<file path="config.mk">
export PLATFORM = sky130hd
export DESIGN_NAME = fetch_redirect_ctrl
export DESIGN_NICKNAME = d
export VERILOG_FILES = /design/src/rtl/fetch_redirect_ctrl_pkg.sv /design/src/rtl/fetch_flush_counter.sv /design/src/rtl/fetch_redirect_ctrl.sv
export SDC_FILE = /design/constraint.sdc
export NUM_CORES = 1
export LEC_CHECK = 0
export CAP_MARGIN = 30
export CORE_AREA = 2 2 85 87
export DETAILED_ROUTE_END_ITERATION = 10
export DIE_AREA = 0 0 87 89
export GPL_TIMING_DRIVEN = 0
export PLACE_DENSITY = 0.76
export REMOVE_ABC_BUFFERS = 1
export SLEW_MARGIN = 20
export SYNTH_ARGS = -nofsm -noshare
export SYNTH_HDL_FRONTEND = slang
export SYNTH_SLANG_ARGS = --single-unit
</file>
<file path="constraint.sdc">
create_clock -name clock_i -period 1.9 [get_ports clock_i]
set_clock_uncertainty 0.05 [all_clocks]
set_input_delay 0.285 -clock clock_i [delete_from_list [all_inputs] [get_ports clock_i]]
set_output_delay 0.285 -clock clock_i [all_outputs]
set_load 0.05 [all_outputs]
</file>
<file path="src/rtl/fetch_redirect_ctrl_pkg.sv">
// Shared definitions for the fetch redirect controller: FSM state encoding
// and fetch-pair geometry.
package fetch_redirect_ctrl_pkg;

  typedef enum logic [1:0] {
    ST_BOOT  = 2'd0,
    ST_RUN   = 2'd1,
    ST_FLUSH = 2'd2
  } fetch_state_e;

  localparam int unsigned FETCH_BYTES   = 8;
  localparam logic [31:0] PC_ALIGN_MASK = 32'hFFFF_FFF8;

  function automatic logic [31:0] align_pc(input logic [31:0] pc);
    return pc & PC_ALIGN_MASK;
  endfunction

endpackage

</file>
<file path="src/rtl/fetch_flush_counter.sv">
// Counts the unstalled cycles of a repair flush; reload restarts the window.
module fetch_flush_counter #(
  parameter int unsigned FLUSH_CYCLES = 3
) (
  input  logic clock_i,
  input  logic reset_i,
  input  logic i_load,
  input  logic i_dec,
  output logic o_done
);

  localparam int unsigned CW = (FLUSH_CYCLES < 2) ? 1 : $clog2(FLUSH_CYCLES + 1);

  logic [CW-1:0] r_cnt;

  always_ff @(posedge clock_i or posedge reset_i) begin
    if (reset_i) begin
      r_cnt <= '0;
    end else if (i_load) begin
      r_cnt <= CW'(FLUSH_CYCLES);
    end else if (i_dec && (r_cnt != '0)) begin
      r_cnt <= r_cnt - CW'(1);
    end
  end

  // Done marks the last flush cycle, so the exit can happen on that same edge.
  assign o_done = (r_cnt == CW'(1));

endmodule

</file>
<file path="src/rtl/fetch_redirect_ctrl.sv">
// Owns the fetch PC of the two-wide front end and drives the fetch2 slot-kill
// controls through a BOOT/RUN/FLUSH state machine.
module fetch_redirect_ctrl
  import fetch_redirect_ctrl_pkg::*;
#(
  parameter logic [31:0] RESET_PC     = 32'h0000_0000,
  parameter int unsigned FLUSH_CYCLES = 3
) (
  input  logic        clock_i,
  input  logic        reset_i,
  input  logic        stall_i,
  input  logic        branch_mispred_i,
  input  logic        wasnt_branch_i,
  input  logic [31:0] repair_pc_i,
  input  logic        pred_taken_i,
  input  logic [31:0] pred_target_i,
  output logic [31:0] pc_o,
  output logic        fetch_en_o,
  output logic        zero_0_o,
  output logic        zero_1_o,
  output logic        flush_active_o
);

  fetch_state_e r_state;
  fetch_state_e w_next_state;
  logic [31:0]  r_pc;
  logic         r_kill0;
  logic         r_kill1;
  logic         r_odd;
  logic         w_repair;
  logic         w_repair_take;
  logic         w_flush_dec;
  logic         w_flush_done;
  logic         w_flush_exit;

  assign w_repair      = branch_mispred_i | wasnt_branch_i;
  assign w_repair_take = w_repair && (r_state != ST_BOOT);
  assign w_flush_dec   = (r_state == ST_FLUSH) && !stall_i && !w_repair;
  assign w_flush_exit  = w_flush_dec && w_flush_done;

  fetch_flush_counter #(
    .FLUSH_CYCLES(FLUSH_CYCLES)
  ) u_flush_counter (
    .clock_i(clock_i),
    .reset_i(reset_i),
    .i_load (w_repair_take),
    .i_dec  (w_flush_dec),
    .o_done (w_flush_done)
  );

  always_ff @(posedge clock_i or posedge reset_i) begin
    if (reset_i) begin
      r_state <= ST_BOOT;
    end else begin
      r_state <= w_next_state;
    end
  end

  always_comb begin
    w_next_state = r_state;
    case (r_state)
      ST_BOOT:  w_next_state = ST_RUN;
      ST_RUN:   if (w_repair) w_next_state = ST_FLUSH;
      ST_FLUSH: begin
        if (w_repair) begin
          w_next_state = ST_FLUSH;
        end else if (w_flush_exit) begin
          w_next_state = ST_RUN;
        end
      end
      default:  w_next_state = ST_BOOT;
    endcase
  end

  // Repair outranks prediction; an odd repair/target PC kills slot0 of the pair.
  always_ff @(posedge clock_i or posedge reset_i) begin
    if (reset_i) begin
      r_pc    <= RESET_PC;
      r_kill0 <= 1'b0;
      r_kill1 <= 1'b0;
      r_odd   <= 1'b0;
    end else if (w_repair_take) begin
      r_pc  <= align_pc(repair_pc_i);
      r_odd <= repair_pc_i[2];
    end else if ((r_state == ST_RUN) && !stall_i) begin
      if (pred_taken_i) begin
        r_pc    <= align_pc(pred_target_i);
        r_kill0 <= pred_target_i[2];
        r_kill1 <= 1'b1;
      end else begin
        r_pc    <= r_pc + 32'(FETCH_BYTES);
        r_kill0 <= 1'b0;
        r_kill1 <= 1'b0;
      end
    end else if (w_flush_exit) begin
      r_kill0 <= r_odd;
      r_kill1 <= 1'b0;
    end
  end

  always_comb begin
    pc_o           = align_pc(r_pc);
    fetch_en_o     = 1'b0;
    flush_active_o = 1'b0;
    zero_0_o       = 1'b1;
    zero_1_o       = 1'b1;
    case (r_state)
      ST_RUN: begin
        fetch_en_o = 1'b1;
        zero_0_o   = w_repair | r_kill0;
        zero_1_o   = w_repair | r_kill1;
      end
      ST_FLUSH: begin
        fetch_en_o     = 1'b1;
        flush_active_o = 1'b1;
      end
      default: begin
        fetch_en_o = 1'b0;
      end
    endcase
  end

endmodule
</file>
## Word level (Yosys, flattened, before mapping)

Index checks and enable logic that the tools add are counted.
W data, S select, Z words.

| word-level totals | value |
|---|---|
| bits in registers | 39 |
| input bits | 70 |

| cells by class | value |
|---|---|
| add/subtract/negate cells | 2 |
| equality and inequality tests | 5 |
| multiplexer cells | 19 |
| bitwise logic cells | 4 |
| reductions and logical operators | 17 |

Operator list:

| cell | count |
|---|---|
| $mux W32 | 3 |
| $add A32 B4 Y32 const B | 1 |
| $mux W1 | 10 |
| $mux W2 | 5 |
| $reduce_bool A2 Y1 | 5 |
| $logic_and A1 B1 Y1 | 6 |
| $pmux W2 S3 | 1 |
| $eq A2 B1 Y1 const B | 2 |
| $reduce_and A2 Y1 | 2 |
| $ne A3 B3 Y1 const B | 1 |
| $or A1 B1 Y1 | 3 |
| $eq A2 B2 Y1 const B | 1 |
| $logic_not A1 Y1 | 2 |
| $logic_not A2 Y1 | 1 |
| $ne A2 B2 Y1 const B | 1 |
| $reduce_or A2 Y1 | 1 |
| $sub A2 B1 Y2 const B | 1 |
| $not A1 Y1 | 1 |

## Logic depth before layout (Yosys ltp)

| logic depth | value |
|---|---|
| word-level depth | 7 |
| gate-level depth with buffers | 9 |
| depth with buffers taken out | 7 |

## Cells and area by module

A second synthesis with hierarchy kept.

| second synthesis, totals | value |
|---|---|
| cell total of the unflattened synthesis | 344 |
| area, all modules | 2681.3 um^2 |

By module, submodules not included:

| module | times used | cells each | area an instance (um^2) | sequential area each (um^2) |
|---|---|---|---|---|
| fetch_redirect_ctrl | 1 | 330 | 2541.2 | 850.8 |
| fetch_flush_counter | 1 | 14 | 140.1 | 50.0 |

## Worst setup path before layout

No wires, ideal clock.

| timing path | value |
|---|---|
| path kind | flip-flop to flip-flop |
| start | register r_pc[3] |
| end | register r_pc[19] |
| setup time | 0.082 ns |
| arrival time | 1.980 ns |
| required time | 1.768 ns |
| slack | -0.212 ns |
| cell stages (with the launch flop) | 7 |
| path buffers | 0 |
| cell sequence | dfrtp_1 ha_1 nand3_1 nor2_2 nand3_1 or4_1 a31oi_1 |

| between the ends | value |
|---|---|
| word-level cells in the longest chain between the ends | 4 |

Ends and longest elaborated chain:

| what | line | RTL |
|---|---|---|
| from (decl) | fetch_redirect_ctrl.sv:26 | `logic [31:0] r_pc;` |
| from (signal assigned) | fetch_redirect_ctrl.sv:83 | `r_pc <= align_pc(repair_pc_i);` |
| from (signal assigned) | fetch_redirect_ctrl.sv:87 | `r_pc <= align_pc(pred_target_i);` |
| from (signal assigned) | fetch_redirect_ctrl.sv:91 | `r_pc <= r_pc + 32'(FETCH_BYTES);` |
| $add A32 B4 Y32 | fetch_redirect_ctrl.sv:91 |  |
| $mux W32 | fetch_redirect_ctrl.sv:86 | `if (pred_taken_i) begin` |
| $mux W32 | fetch_redirect_ctrl.sv:85 | `end else if ((r_state == ST_RUN) && !stall_i) begin` |
| $mux W32 | fetch_redirect_ctrl.sv:82 | `end else if (w_repair_take) begin` |

No other way between the ends. The select of a mux whose other input is x is not followed.
A chain may end at the register's enable or synchronous reset.

## Worst setup path in the final report

| timing path | value |
|---|---|
| start | input port wasnt_branch_i |
| end | register r_pc[31] |

| between the ends | value |
|---|---|
| word-level cells in the longest chain between the ends | 3 |

Ends and longest elaborated chain:

| what | line | RTL |
|---|---|---|
| from (decl) | fetch_redirect_ctrl.sv:13 | `input logic wasnt_branch_i,` |
| $or A1 B1 Y1 * | fetch_redirect_ctrl.sv:36 | `assign w_repair = branch_mispred_i \| wasnt_branch_i;` |
| $logic_and A1 B1 Y1 * | fetch_redirect_ctrl.sv:37 | `assign w_repair_take = w_repair && (r_state != ST_BOOT);` |
| $mux W32 / $reduce_bool A2 Y1 (equally long branches) | n/a |  |

Every way passes the cells marked *; elsewhere a longest branch is shown, timed or not.

==> report_table.html <==
<table>
<tr><th>Metric</th><th>Value</th></tr>
<tr><th colspan="2">Worst setup path</th></tr>
<tr><td>Largest incremental delay on the critical path</td><td>0.49 ns</td></tr>
<tr><td>WP data required</td><td>2.06 ns</td></tr>
<tr><td>Maximum fanout count along the critical path</td><td>10</td></tr>
<tr><td>Cell family contributing the most delay on the critical path</td><td>simple AND/OR/NAND/NOR gates</td></tr>
<tr><td>Critical Path Source Type</td><td>input port</td></tr>
<tr><td>Ordered cell list for the critical path</td><td>clkdlybuf4s50_1 &gt; nor2_4 &gt; or2_4 &gt; nand2_2 &gt; or4_1 &gt; o211ai_1</td></tr>
<tr><td>Flop-to-flop setup slack</td><td>0.04 ns</td></tr>
<tr><td>CP Buf/Inv Count</td><td>1</td></tr>
<tr><td>Arrival time reported for the critical path endpoint</td><td>2.03 ns</td></tr>
<tr><td>Worst r2r path cells</td><td>6</td></tr>
<tr><td>Worst Setup End Kind</td><td>register</td></tr>
<tr><td>Standard cell with the maximum stage delay on the critical path</td><td>or4_1</td></tr>
<tr><td>R2R Path End</td><td>r_pc[31]$_DFFE_PP0P_</td></tr>
<tr><td>Reg-to-reg critical path startpoint</td><td>r_state[1]$_DFFE_PP0P_</td></tr>
<tr><td>Critical Setup Path Class</td><td>input port to register</td></tr>
<tr><th colspan="2">Placement</th></tr>
<tr><td>Detailed placement HPWL</td><td>6.06 mm</td></tr>
<tr><td>Post-Place Cell Area</td><td>3770 µm²</td></tr>
<tr><td>Number of port buffers</td><td>98</td></tr>
<tr><td>Placer's final routability congestion estimate</td><td>0.765</td></tr>
<tr><td># placed instances</td><td>503</td></tr>
<tr><td>Post-place setup slack</td><td>-0.766 ns</td></tr>
<tr><th colspan="2">Detailed routing</th></tr>
<tr><td>WL per Instance</td><td>18.2 µm</td></tr>
<tr><td>Initial DRT Pass Iterations</td><td>5</td></tr>
<tr><td>DRT iter0 DRCs</td><td>151</td></tr>
<tr><td>Drt total wl</td><td>9.61 mm</td></tr>
<tr><td>DRC violations left</td><td>0</td></tr>
<tr><td>Vias per inst</td><td>5.85</td></tr>
<tr><td>Via count</td><td>3091</td></tr>
<tr><td>Final antenna-violating net count</td><td>0</td></tr>
<tr><th colspan="2">Final layout</th></tr>
<tr><td>Fraction of final layout cells sized beyond drive strength 1</td><td>13.8%</td></tr>
<tr><td>Finished Core Util</td><td>60.7%</td></tr>
<tr><td>Number of nets in the layout</td><td>524</td></tr>
<tr><td>Fin area</td><td>4080 µm²</td></tr>
<tr><td>Area growth from synthesis to final layout</td><td>52.5%</td></tr>
<tr><td>Antenna Cells</td><td>0</td></tr>
<tr><td>Final non-filler cell total</td><td>528</td></tr>
<tr><th colspan="2">Clocking</th></tr>
<tr><td>CTS Hold Buffers Added</td><td>0</td></tr>
<tr><td>Count of H-tree levels built during CTS</td><td>2</td></tr>
<tr><td>Number of buffers created by CTS</td><td>5</td></tr>
<tr><td>Clock root cell</td><td>clkbuf_8</td></tr>
<tr><td>CTS Buffer Depth</td><td>2</td></tr>
<tr><td>TritonCTS clock tree</td><td>yes</td></tr>
<tr><td>Number of sinks handled by clock tree synthesis</td><td>36</td></tr>
<tr><td>Clock edge transition at the registers on the reported setup and hold paths</td><td>0.07 ns</td></tr>
<tr><td>Insertion delay to the later sink of the worst-skew pair</td><td>0.29 ns</td></tr>
<tr><th colspan="2">Synthesis</th></tr>
<tr><td>Cells taking the most area after synthesis</td><td>dfrtp_1, a21oi_1, nand2_1</td></tr>
<tr><td>Mean post-synth cell area</td><td>7.75 µm²</td></tr>
<tr><td>Predominant post-synthesis flop cell</td><td>dfrtp_1</td></tr>
<tr><td>Cell accounting for the most synthesized area</td><td>dfrtp_1</td></tr>
<tr><td>Number of library cell types mapped by synthesis</td><td>45</td></tr>
<tr><td>Flop and latch count out of synthesis</td><td>36</td></tr>
<tr><td>Instance count of the mapped netlist</td><td>345</td></tr>
<tr><td>Post-synth ARST share</td><td>100%</td></tr>
<tr><td>Fraction of synthesized cell area taken by the top area cell type</td><td>33.7%</td></tr>
<tr><td>Number of enable-type register cells in the synthesized netlist</td><td>0</td></tr>
<tr><td>Number of warning messages in the yosys log</td><td>0</td></tr>
<tr><td>Post-synthesis instance area</td><td>2670 µm²</td></tr>
<tr><td>Post-synthesis sequential area ratio</td><td>33.7%</td></tr>
<tr><th colspan="2">Power and ir drop</th></tr>
<tr><td>Total leakage power</td><td>0.00167 µW</td></tr>
<tr><td>Total power per unit cell area</td><td>1570 nW/µm²</td></tr>
<tr><td>Peak VDD IR</td><td>0.000792 V</td></tr>
<tr><th colspan="2">Timing</th></tr>
<tr><td>Unrepaired setup endpoints after global routing</td><td>true</td></tr>
<tr><td>Final setup TNS</td><td>0 ns</td></tr>
<tr><td>Number of endpoints with negative hold slack in the final report</td><td>0</td></tr>
<tr><td>Slew Viols, Final</td><td>0</td></tr>
<tr><td>Time the final worst path needs with I/O delays and setup</td><td>1.87 ns</td></tr>
<tr><td>Least setup slack across all paths after layout</td><td>0.0280 ns</td></tr>
<tr><td>Slew @ Worst Pin</td><td>0.722 ns</td></tr>
<tr><td>Peak clock frequency supported by timing</td><td>0.534 GHz</td></tr>
<tr><td>Slew HR</td><td>51.8%</td></tr>
<tr><td># setup viols final</td><td>0</td></tr>
<tr><td>Crit share post-route</td><td>98.5%</td></tr>
<tr><th colspan="2">Floorplan</th></tr>
<tr><td>Number of standard-cell rows in the floorplan</td><td>30</td></tr>
<tr><td>Number of ports placed on the die boundary</td><td>106</td></tr>
<tr><td>Overall die height</td><td>89 µm</td></tr>
<tr><td>Die X-Extent</td><td>87 µm</td></tr>
<tr><td>Starting utilization of the core area</td><td>39.8%</td></tr>
<tr><td>Total core area</td><td>6720 µm²</td></tr>
<tr><td>Die area</td><td>7740 µm²</td></tr>
<tr><th colspan="2">GRT</th></tr>
<tr><td>Vias in the first global route</td><td>2912</td></tr>
<tr><td>Largest net degree at the start of global routing</td><td>35</td></tr>
<tr><td>Initial antenna violation count</td><td>0</td></tr>
<tr><td>Combined global-route utilization of all metal layers</td><td>25.0%</td></tr>
<tr><td>Wire length of the first global-routing pass</td><td>14.9 mm</td></tr>
<tr><td>Leftover overflow at the end of global routing</td><td>0</td></tr>
<tr><th colspan="2">Flow run</th></tr>
<tr><td>Number of max-cap violations</td><td>0</td></tr>
<tr><th colspan="2">Worst hold path</th></tr>
<tr><td>Hold/Removal Path Class</td><td>input port to async pin</td></tr>
<tr><th colspan="2">Status</th></tr>
<tr><td>Status</td><td>completed</td></tr>
</table>
layer usage:
| metal | vias up | share of wire, % | global-route usage (%) |
|---|---|---|---|
| met5 | - | 0 | 0 |
| met3 | 11 | 6.6 | 4.62 |
| met4 | 0 | 1.4 | 6.96 |
| li1 | 1468 | - | - |
| met2 | 137 | 48 | 42.1 |
| met1 | 1475 | 43 | 33.0 |
area by class of cell:
class / instances / area [µm²]
Clock buffer: 6 / 82.6
Clock inverter: 2 / 10.0
Fill cell: 602 / 2640
Inverter: 8 / 33.8
Multi-Input combinational cell: 280 / 1750
Sequential cell: 36 / 908
Tap cell: 80 / 100
Timing Repair Buffer: 116 / 1190
registers in the layout, indices dropped and copies added (netlist names):
name,count
r_kill0,1
r_kill1,1
r_odd,1
r_state,2
u_flush_counter.r_cnt,2
r_pc,29
power by group:
group	switching [µW]	total, µW	internal (µW)
combinational	2630	4080	1450
sequential	606	1740	1130
clock	301	591	290
worst max path at each step:
stage,cells after the start,from,slack [ns],to
2_1_floorplan,5,r_state[0]$_DFFE_PP0P_,-1.09,r_pc[25]$_DFFE_PP0P_
3_3_place_gp,5,branch_mispred_i,-2.47,r_pc[25]$_DFFE_PP0P_
3_5_place_dp,6,wasnt_branch_i,-0.77,r_pc[31]$_DFFE_PP0P_
4_1_cts,5,pred_taken_i,-0.06,r_pc[31]$_DFFE_PP0P_
5_1_grt,6,wasnt_branch_i,-0.06,r_pc[31]$_DFFE_PP0P_
6_report,6,wasnt_branch_i,0.03,r_pc[31]$_DFFE_PP0P_
placed cells by master (no fill, tap or decap), types with 3 or more instances in the layout:
cell type,instances
dlygate4sd2_1,23
xor2_1,5
buf_16,4
o211ai_1,4
a21oi_1,44
inv_2,3
dlymetal6s2s_1,7
a221oi_1,3
a41oi_1,3
a31oi_1,3
nand4_1,13
dfrtp_2,6
inv_1,4
ha_1,4
o21ai_0,23
o31ai_1,4
nand2_1,40
buf_2,4
nand3_1,27
mux2i_1,11
buf_4,12
nor3_1,11
o21a_1,3
dfrtp_1,30
clkdlybuf4s50_1,63
nor2_1,25
and4_1,3
nor2_4,4
conb_1,3
or3_1,4
clkbuf_8,6
and3_1,4
repair_timing:
action	CTS	global route
pin swaps	3	1
endpoints found under the setup margin	55	20
setup buffers	7	7
gates cloned	3	0
resized for setup	51	21
synth_stat cells (4+ instances only):
| master | count |
|---|---|
| xor2_1 | 5 |
| nand2_1 | 41 |
| o31ai_1 | 4 |
| or3_1 | 4 |
| inv_1 | 8 |
| ha_1 | 7 |
| nand3_1 | 28 |
| nor3_1 | 11 |
| nor2_1 | 27 |
| o21ai_0 | 23 |
| and3_1 | 4 |
| nand4_1 | 13 |
| clkbuf_1 | 20 |
| a21oi_1 | 44 |
| dfrtp_1 | 36 |
| mux2i_1 | 11 |
| o211ai_1 | 4 |
cell families (layout without fill, tap and decap cells):
family,after synthesis,count (layout),share of synthesized area [%]
buf+inv,34,132,5.33
xor+xnor,7,7,2.29
other cells,1,3,0.140
fa+ha+maj,7,7,3.28
simple gates,151,154,29.5
flops,36,36,33.7
mux,11,11,4.12
compound gates,98,98,21.6
metrics by stage:
stage          total power [µW]  hold slack [ns]
2_1_floorplan              4100            0.332
3_3_place_gp               5300            0.413
3_5_place_dp               5560            0.415
4_1_cts                    6290            0.258
5_1_grt                    6800            0.272
6_report                   6410            0.255
No activity file was read; power rests on OpenSTA's default activity.
